File: src/rtl/uart_cmd_pkg.sv
// Shared types and constants for the UART command framer: FSM state encoding,
// default sync marker and the game opcodes carried in CMD bytes.
package uart_cmd_pkg;

  typedef enum logic [2:0] {
    IDLE = 3'd0,
    CMD  = 3'd1,
    ARG  = 3'd2,
    CSUM = 3'd3,
    HOLD = 3'd4
  } state_e;

  localparam logic [7:0] DEFAULT_SYNC_BYTE = 8'hA5;

  localparam logic [7:0] CMD_DIR   = 8'h01;
  localparam logic [7:0] CMD_START = 8'h02;
  localparam logic [7:0] CMD_PAUSE = 8'h03;

endpackage

File: src/rtl/uart_cmd_timeout.sv
// Loadable up-counter with clear/enable; expired is high once the count reaches
// LIMIT-1, and the count holds there until cleared or loaded.
module uart_cmd_timeout #(
  parameter  int LIMIT = 50000,
  localparam int W     = (LIMIT > 1) ? $clog2(LIMIT) : 1
) (
  input  logic         clk,
  input  logic         rst_n,
  input  logic         load,
  input  logic [W-1:0] load_val,
  input  logic         clr,
  input  logic         en,
  output logic         expired
);

  logic [W-1:0] count_q, count_d;

  assign expired = (count_q == W'(LIMIT - 1));

  // NOTE: every always_comb output gets a default first so no path can infer a latch.
  always_comb begin
    count_d = count_q;
    if (load)                count_d = load_val;
    else if (clr)            count_d = '0;
    else if (en && !expired) count_d = count_q + W'(1);
  end

  // NOTE: sequential state uses non-blocking assignments only, so every flop samples pre-edge values.
  always_ff @(posedge clk or negedge rst_n) begin
    if (!rst_n) count_q <= '0;
    else        count_q <= count_d;
  end

endmodule

File: src/rtl/uart_cmd_controller.sv
// Frames UART bytes (SYNC, CMD, ARG, CSUM) into validated game commands.
// Define UART_CMD_STATS_EN to build the saturating good/bad frame counters.
module uart_cmd_controller
  import uart_cmd_pkg::*;
#(
  parameter logic [7:0] SYNC_BYTE      = DEFAULT_SYNC_BYTE,
  parameter int         TIMEOUT_CYCLES = 50000,
  parameter int         CNT_W          = 8
) (
  input  logic             clk,
  input  logic             rst_n,
  input  logic [7:0]       rx_data,
  input  logic             rx_valid,
  input  logic             cmd_ready,
  output logic             cmd_valid,
  output logic [7:0]       cmd_code,
  output logic [7:0]       cmd_arg,
  output logic             csum_err,
  output logic             timeout_err,
  output logic             overrun_err,
  output logic [CNT_W-1:0] good_cnt,
  output logic [CNT_W-1:0] bad_cnt
);

  localparam int TMR_W = (TIMEOUT_CYCLES > 1) ? $clog2(TIMEOUT_CYCLES) : 1;

  state_e     state_q, state_d;
  logic [7:0] cmd_r_q, cmd_r_d, arg_r_q, arg_r_d;
  logic [7:0] code_q, code_d, carg_q, carg_d;
  logic       csum_err_q, csum_err_d;
  logic       timeout_err_q, timeout_err_d;
  logic       overrun_err_q, overrun_err_d;
  logic [7:0] csum_exp;
  logic       in_frame, expired, handshake;

  assign csum_exp  = cmd_r_q + arg_r_q;
  assign in_frame  = (state_q == CMD) || (state_q == ARG) || (state_q == CSUM);
  assign handshake = (state_q == HOLD) && cmd_ready;

  uart_cmd_timeout #(.LIMIT(TIMEOUT_CYCLES)) u_timeout (
    .clk      (clk),
    .rst_n    (rst_n),
    .load     (1'b0),
    .load_val ({TMR_W{1'b0}}),
    .clr      (rx_valid),
    .en       (in_frame),
    .expired  (expired)
  );

  always_comb begin
    state_d       = state_q;
    cmd_r_d       = cmd_r_q;
    arg_r_d       = arg_r_q;
    code_d        = code_q;
    carg_d        = carg_q;
    csum_err_d    = 1'b0;
    timeout_err_d = 1'b0;
    overrun_err_d = 1'b0;
    unique case (state_q)
      IDLE: if (rx_valid && rx_data == SYNC_BYTE) state_d = CMD;
      CMD: begin
        if (rx_valid) begin
          cmd_r_d = rx_data;
          state_d = ARG;
        end else if (expired) begin
          timeout_err_d = 1'b1;
          state_d       = IDLE;
        end
      end
      ARG: begin
        if (rx_valid) begin
          arg_r_d = rx_data;
          state_d = CSUM;
        end else if (expired) begin
          timeout_err_d = 1'b1;
          state_d       = IDLE;
        end
      end
      CSUM: begin
        if (rx_valid) begin
          if (rx_data == csum_exp) begin
            code_d  = cmd_r_q;
            carg_d  = arg_r_q;
            state_d = HOLD;
          end else begin
            csum_err_d = 1'b1;
            state_d    = IDLE;
          end
        end else if (expired) begin
          timeout_err_d = 1'b1;
          state_d       = IDLE;
        end
      end
      HOLD: begin
        // A byte landing on the handshake cycle is judged as if already back in IDLE.
        if (cmd_ready) begin
          state_d = (rx_valid && rx_data == SYNC_BYTE) ? CMD : IDLE;
        end else if (rx_valid) begin
          overrun_err_d = 1'b1;
        end
      end
      default: state_d = IDLE;
    endcase
  end

  always_ff @(posedge clk or negedge rst_n) begin
    if (!rst_n) begin
      state_q       <= IDLE;
      cmd_r_q       <= '0;
      arg_r_q       <= '0;
      code_q        <= '0;
      carg_q        <= '0;
      csum_err_q    <= 1'b0;
      timeout_err_q <= 1'b0;
      overrun_err_q <= 1'b0;
    end else begin
      state_q       <= state_d;
      cmd_r_q       <= cmd_r_d;
      arg_r_q       <= arg_r_d;
      code_q        <= code_d;
      carg_q        <= carg_d;
      csum_err_q    <= csum_err_d;
      timeout_err_q <= timeout_err_d;
      overrun_err_q <= overrun_err_d;
    end
  end

  assign cmd_valid   = (state_q == HOLD);
  assign cmd_code    = code_q;
  assign cmd_arg     = carg_q;
  assign csum_err    = csum_err_q;
  assign timeout_err = timeout_err_q;
  assign overrun_err = overrun_err_q;

`ifdef UART_CMD_STATS_EN
  logic [CNT_W-1:0] good_cnt_q, good_cnt_d, bad_cnt_q, bad_cnt_d;
  logic             bad_evt;

  assign bad_evt = csum_err_d || timeout_err_d || overrun_err_d;

  // Both counters stick at all-ones rather than wrapping.
  always_comb begin
    good_cnt_d = good_cnt_q;
    bad_cnt_d  = bad_cnt_q;
    if (handshake && good_cnt_q != '1) good_cnt_d = good_cnt_q + CNT_W'(1);
    if (bad_evt && bad_cnt_q != '1)    bad_cnt_d  = bad_cnt_q + CNT_W'(1);
  end

  always_ff @(posedge clk or negedge rst_n) begin
    if (!rst_n) begin
      good_cnt_q <= '0;
      bad_cnt_q  <= '0;
    end else begin
      good_cnt_q <= good_cnt_d;
      bad_cnt_q  <= bad_cnt_d;
    end
  end

  assign good_cnt = good_cnt_q;
  assign bad_cnt  = bad_cnt_q;
`else
  assign good_cnt = '0;
  assign bad_cnt  = '0;
`endif

endmodule

File: config.mk
export PLATFORM = sky130hd
export DESIGN_NAME = uart_cmd_controller
export DESIGN_NICKNAME = d
export VERILOG_FILES = /design/src/rtl/uart_cmd_pkg.sv /design/src/rtl/uart_cmd_timeout.sv /design/src/rtl/uart_cmd_controller.sv
export SDC_FILE = /design/constraint.sdc
export NUM_CORES = 1
export LEC_CHECK = 0
export ABC_AREA = 1
export CAP_MARGIN = 40
export CORE_MARGIN = 2
export CORE_UTILIZATION = 54
export DETAILED_ROUTE_END_ITERATION = 10
export GPL_ROUTABILITY_DRIVEN = 0
export PLACE_DENSITY = 0.8
export SKIP_CTS_REPAIR_TIMING = 1
export SLEW_MARGIN = 20
export SYNTH_ARGS = -nofsm -noshare
export SYNTH_HDL_FRONTEND = slang
export SYNTH_SLANG_ARGS = --single-unit
File: constraint.sdc
create_clock -name clk -period 2.7 [get_ports clk]
set_clock_uncertainty 0.2 [all_clocks]
set_input_delay 0.54 -clock clk [delete_from_list [all_inputs] [get_ports clk]]
set_output_delay 0.54 -clock clk [all_outputs]
set_load 0.01 [all_outputs]
After elaboration in Yosys (flattened, before gate mapping)
Index checks and enable logic that the tools add are counted.

$add $sub $neg: 2. Equal/unequal tests: 9. Mux-type cells: 20. Reductions and logical operators: 12.

Operators by type and width (count): $mux 16 (2); $mux 3 (7); $add 16x1->16 const B (1); $eq 16x16->1 const B (1); $pmux 3 s5 (1); $mux 1 (10); $add 8x8->8 (1); $eq 8x8->1 (1); $eq 8x8->1 const B (1); $eq 3x2->1 const B (2); $reduce_and 2->1 (3); $ne 2x2->1 const B (2); $eq 3x1->1 const B (1); $eq 3x3->1 const B (1); $logic_not 3->1 (1); $reduce_and 3->1 (1); $reduce_or 3->1 (1); $logic_and 1x1->1 (2); $logic_or 1x1->1 (2); $reduce_bool 2->1 (1); $logic_not 1->1 (1).

Bits in registers: 54. Input bits: 12. Output and inout bits: 36. Logic and storage cells: 52.

Depth between registers and ports, before layout
Word-level depth: 6. Mapped depth: 14. Mapped depth without buffers: 13.

Cells and area by module
From an unflattened synthesis, not the netlist that was laid out.

Cells, all modules: 497. Area total of the unflattened synthesis: 3643.5 µm².

By module, submodules not included: uart_cmd_controller (times used 1, cells each 295, area each 2372.3 µm², sequential area each 950.9 µm²); uart_cmd_timeout (times used 1, cells each 202, area each 1271.2 µm², sequential area each 400.4 µm²).

Least setup slack after synthesis
Ideal clock, no wire load.

Kind: register to register. Start: register cmd_r_q[0]. End: register carg_q[7] (netlist: cmd_arg[7]). Setup time: 117 ps. Arrival: 2027 ps. Required time: 2383 ps. Slack: 356 ps. Cell stages (with the launch flop): 12. Path buffers: 1. Clock period less this slack: 2344 ps. Path through: dfrtp_1 -> ha_1 -> fa_1 -> xnor2_1 -> nand2_1 -> nor2_1 -> nand3_2 -> nor2_8 -> nand3_4 -> buf_6 -> nand2_1 -> nand2_1.

Longest elaborated chain between the ends: 3.

Ends and longest elaborated chain: start: declaration (RTL line uart_cmd_controller.sv:28) `logic [7:0] cmd_r_q, cmd_r_d, arg_r_q, arg_r_d;`; start signal: assignment (RTL line uart_cmd_controller.sv:118) `cmd_r_q <= cmd_r_d;`; $add 8x8->8 (RTL line uart_cmd_controller.sv:36) `assign csum_exp = cmd_r_q + arg_r_q;`; $eq 8x8->1 (RTL line uart_cmd_controller.sv:81) `if (rx_data == csum_exp) begin`; $reduce_and 3->1 (no source line); end signal: assignment (RTL line uart_cmd_controller.sv:121) `carg_q <= carg_d;`; end: declaration (RTL line uart_cmd_controller.sv:29) `logic [7:0] code_q, code_d, carg_q, carg_d;`.

No other way between the ends. A chain may end at the register's enable or synchronous reset.

Worst setup path after layout
Start: register cmd_r_q[0]. End: register code_q[2] (netlist: cmd_code[2]).

Longest elaborated chain between the ends: 3.

Ends and longest elaborated chain: $add 8x8->8 (RTL line uart_cmd_controller.sv:36); $eq 8x8->1 (RTL line uart_cmd_controller.sv:81); $reduce_and 3->1 (no source line); end signal: assignment (RTL line uart_cmd_controller.sv:120) `code_q <= code_d;`; end: declaration (RTL line uart_cmd_controller.sv:29).

No other way between the ends.

==> flow_summary_export.csv <==
group,metric,value,unit
clocking,clk_latency,310,ps
setup_path,r2r_end,"cmd_code[2]",
floorplan,core_area,5816,um^2
route,vias,2835,
grt,grt_pass1_vias,2539,
grt,grt-ovfl-total,0,
synthesis,synth_seq_area_share,42.25,%
power_and_ir_drop,leakagePower,1.778,nW
synthesis,synthCells,414,
route,via_per_inst,5.410,
final_layout,diodes,0,
final_layout,finalNetCount,469,
floorplan,std_cell_rows,28,
setup_path,cp.depth,12,
route,wl_per_cell,13.05,um
floorplan,start_util,54.99,%
clocking,htreeDepth,2,
route,dr.pass1.iters,5,
synthesis,ys_ff_latch,54,
floorplan,io_pins,48,
sta,fin_crit_sh,92.60,%
final_layout,area_growth,13.54,%
setup_path,cp_data_arrival_time,2550,ps
power_and_ir_drop,intPower,0.001601,W
setup_path,r2r_cells,12,
power_and_ir_drop,switching_share,44.30,%
setup_path,cp-endpoint,"cmd_code[2]",
min_path,holdCritPathClass,"in2async",
job,maxCapViolCount,0,
synthesis,ys_types,31,
power_and_ir_drop,p_comb_share,45.0,%
sta,finalSetupTns,0,ps
grt,grt_util_all_layers,22.59,%
sta,fmax,399.9,MHz
power_and_ir_drop,p_per_area,791.6,nW/um^2
route,ant_nets,0,
setup_path,crit_required,2750,ps
setup_path,reg2reg_from,"cmd_r_q[0]",
sta,relSlewSlack,55.37,%
power_and_ir_drop,pwr-share-seq,39.0,%
setup_path,cp_max_fo,14,
clocking,cts_tree,"done",
sta,tightest_slew,669.5,ps
grt,grt_pass1_wl,11590,um
synthesis,syn_area,3198,um^2
setup_path,path_class,"reg2reg",
setup_path,crit_path_frequent_cell,"nand2_1",
synthesis,syn_area_per_cell,7.725,um^2
grt,grt_max_degree,55,
setup_path,max_stage_delay,410,ps
sta,period_needed,2500,ps
clocking,numClockSinks,54,
clocking,clockRootBuffer,"clkbuf_8",
sta,rsz0062_at_grt,"false",
power_and_ir_drop,max-vdd-ir-drop,0.6246,mV
setup_path,path_cells,"ha_1 -> fa_1 -> nand2_1 -> nand2_1 -> nand3_1 -> nand3b_1 -> nand2_1 -> nand2_2 -> nor2_8 -> buf_4 -> nand4_1 -> nand2_1",
placement,port_buffers,31,
clocking,cts_buffers,5,
setup_path,cp_num_buf_inv,1,
setup_path,rrSetupSlack,200,ps
setup_path,critPathSlowestCell,"dfrtp_1",
route,drt_iter0_markers,300,
synthesis,ys_warn_count,0,
setup_path,crit_family,"simple AND/OR/NAND/NOR gates",
sta,maxSlewViolCount,0,
placement,hpwlAfterDp,5167,um
clocking,cts_buffer_depth,2,
setup_path,crit_path_end_kind,"flop",
route,wl,6839,um
route,drc,0,
floorplan,dieHeight,80.96,um
power_and_ir_drop,switchingPower,0.001273,W
floorplan,die-area,6554,um^2
setup_path,crit_path_start_kind,"flop",
setup_path,startpoint,"cmd_r_q[0]",
final_layout,fin_cells,524,
final_layout,layout-drive-gt1-share,5.791,%
outcome,status,"completed",
clocking,clk_pin_slew_worst_paths,100,ps
power_and_ir_drop,clkPwrFrac,16.0,%
sta,setup_viol,0,
sta,hold_violations,0,
placement,dp.cells,516,
floorplan,die_w,80.96,um
grt,antenna_found_initial,0,
==> registers in the layout, summed over array words and instances (netlist names) <==
name	count
cmd_code	8
cmd_arg	8
arg_r_q	8
u_timeout.count_q	16
state_q	3
cmd_r_q	8
overrun_err	1
csum_err	1
timeout_err	1
==> cell usage after synthesis, drive strengths merged <==
cell / number / share of area, %
nor3: 13 / 2.0
clkinv: 3 / 0.35
fa: 1 / 0.63
nand3: 27 / 4.8
xor2: 11 / 3.0
inv: 39 / 4.6
nor2: 29 / 4.2
conb: 1 / 0.12
nor4: 6 / 1.6
a21oi: 6 / 0.94
buf: 21 / 4.7
dfrtp: 54 / 42
xnor2: 4 / 1.1
o21a: 1 / 0.23
nand4: 27 / 5.3
ha: 8 / 3.1
nand2: 123 / 15
o21ai: 33 / 5.2
clkbuf: 5 / 0.59
a21boi: 1 / 0.23
nand3b: 1 / 0.23
==> cells by family (layout without fill, tap and decap cells) <==
family / Yosys count / after routing / share of synthesized area (%)
AOI/OAI and AO/OA: 41 / 41 / 6.573
xor gates and xnor gates: 15 / 15 / 4.108
DFF: 54 / 54 / 42.25
and+or+nand+nor: 226 / 226 / 32.94
buffers and inverters: 68 / 88 / 10.25
adders and majority gates: 9 / 9 / 3.756
other: 1 / 16 / 0.1173
==> layer usage <==
| metal | part of all wire (%) | vias up | track usage, % | routed length [um] |
|---|---|---|---|---|
| met5 | 0 | - | 0 | 0 |
| met4 | 1.7 | 0 | 5.763 | 116 |
| met3 | 5.3 | 13 | 4.000 | 365 |
| met2 | 45 | 99 | 34.79 | 3087 |
| met1 | 48 | 1324 | 33.02 | 3271 |
| li1 | - | 1399 | - | - |
==> worst min-delay path by stage <==
| stage | start | endpoint | cells past startpoint |
|---|---|---|---|
| 2_1_floorplan | rst_n | arg_r_q[0] | 0 |
| 3_3_place_gp | cmd_code[6] | cmd_code[6] | 2 |
| 3_5_place_dp | cmd_code[5] | cmd_code[5] | 2 |
| 4_1_cts | rst_n | u_timeout.count_q[6] | 2 |
| 5_1_grt | rst_n | u_timeout.count_q[6] | 2 |
| 6_report | rst_n | u_timeout.count_q[6] | 2 |
==> per-stage QoR <==
stage / setup WS (ps) / instance area (um^2) / hold slack (ps) / util [%] / total power, W
floorplan: 355.6 / 3254 / 44.41 / - / 0.002097
global placement: 276.5 / 3536 / 258.2 / 60.80 / 0.002361
detailed placement: 208.5 / 3536 / 265.6 / 60.80 / 0.002415
CTS: 180.2 / 3631 / 165.2 / 62.44 / 0.002884
global route: 19.19 / 3631 / 206.4 / 62.44 / 0.003143
finish: 199.7 / 3631 / 136.3 / 62.44 / 0.002874
==> placed cells by master (no fill, tap or decap), types with 3 or more instances in the layout <==
cell type / count
clkbuf_8: 5
clkinv_4: 3
dfrtp_1: 54
inv_1: 39
clkinv_1: 3
nor4_1: 5
nand2_1: 119
nor2_1: 26
o21ai_1: 6
xor2_1: 11
ha_1: 8
nand3_1: 25
nand4_1: 27
conb_1: 16
nor3_1: 13
o21ai_0: 27
xnor2_1: 4
clkdlybuf4s50_1: 30
a21oi_1: 6
buf_4: 7
nand2_2: 4
==> area by class of cell <==
class                   count  area (um^2)
repair buffers             38        357.8
fillers                   514         2185
clock buffers               5        68.82
multi-input cells         307         1575
well taps                  75        93.84
flip-flops and latches     54         1351
clock inverters             3        26.28
inverters                  42        157.7
==> worst reg2reg max path, delay by kind of cell (launching register included) <==
kind | cells | cell delay [ps]
fa+ha+maj | 2 | 650
buf+inv | 1 | 210
flops | 1 | 410
simple gates | 9 | 970
==> power groups by stage <==
stage,clock [W],sequential [W],combinational [W]
final,0.000461,0.00112,0.00129
after global routing,0.000504,0.00114,0.00150
after CTS,0.000477,0.00111,0.00129
after detailed placement,0,0.00113,0.00129
after global placement,0,0.00112,0.00124
after floorplan,0,0.00108,0.00102
Power figures use the tool's default switching activity.
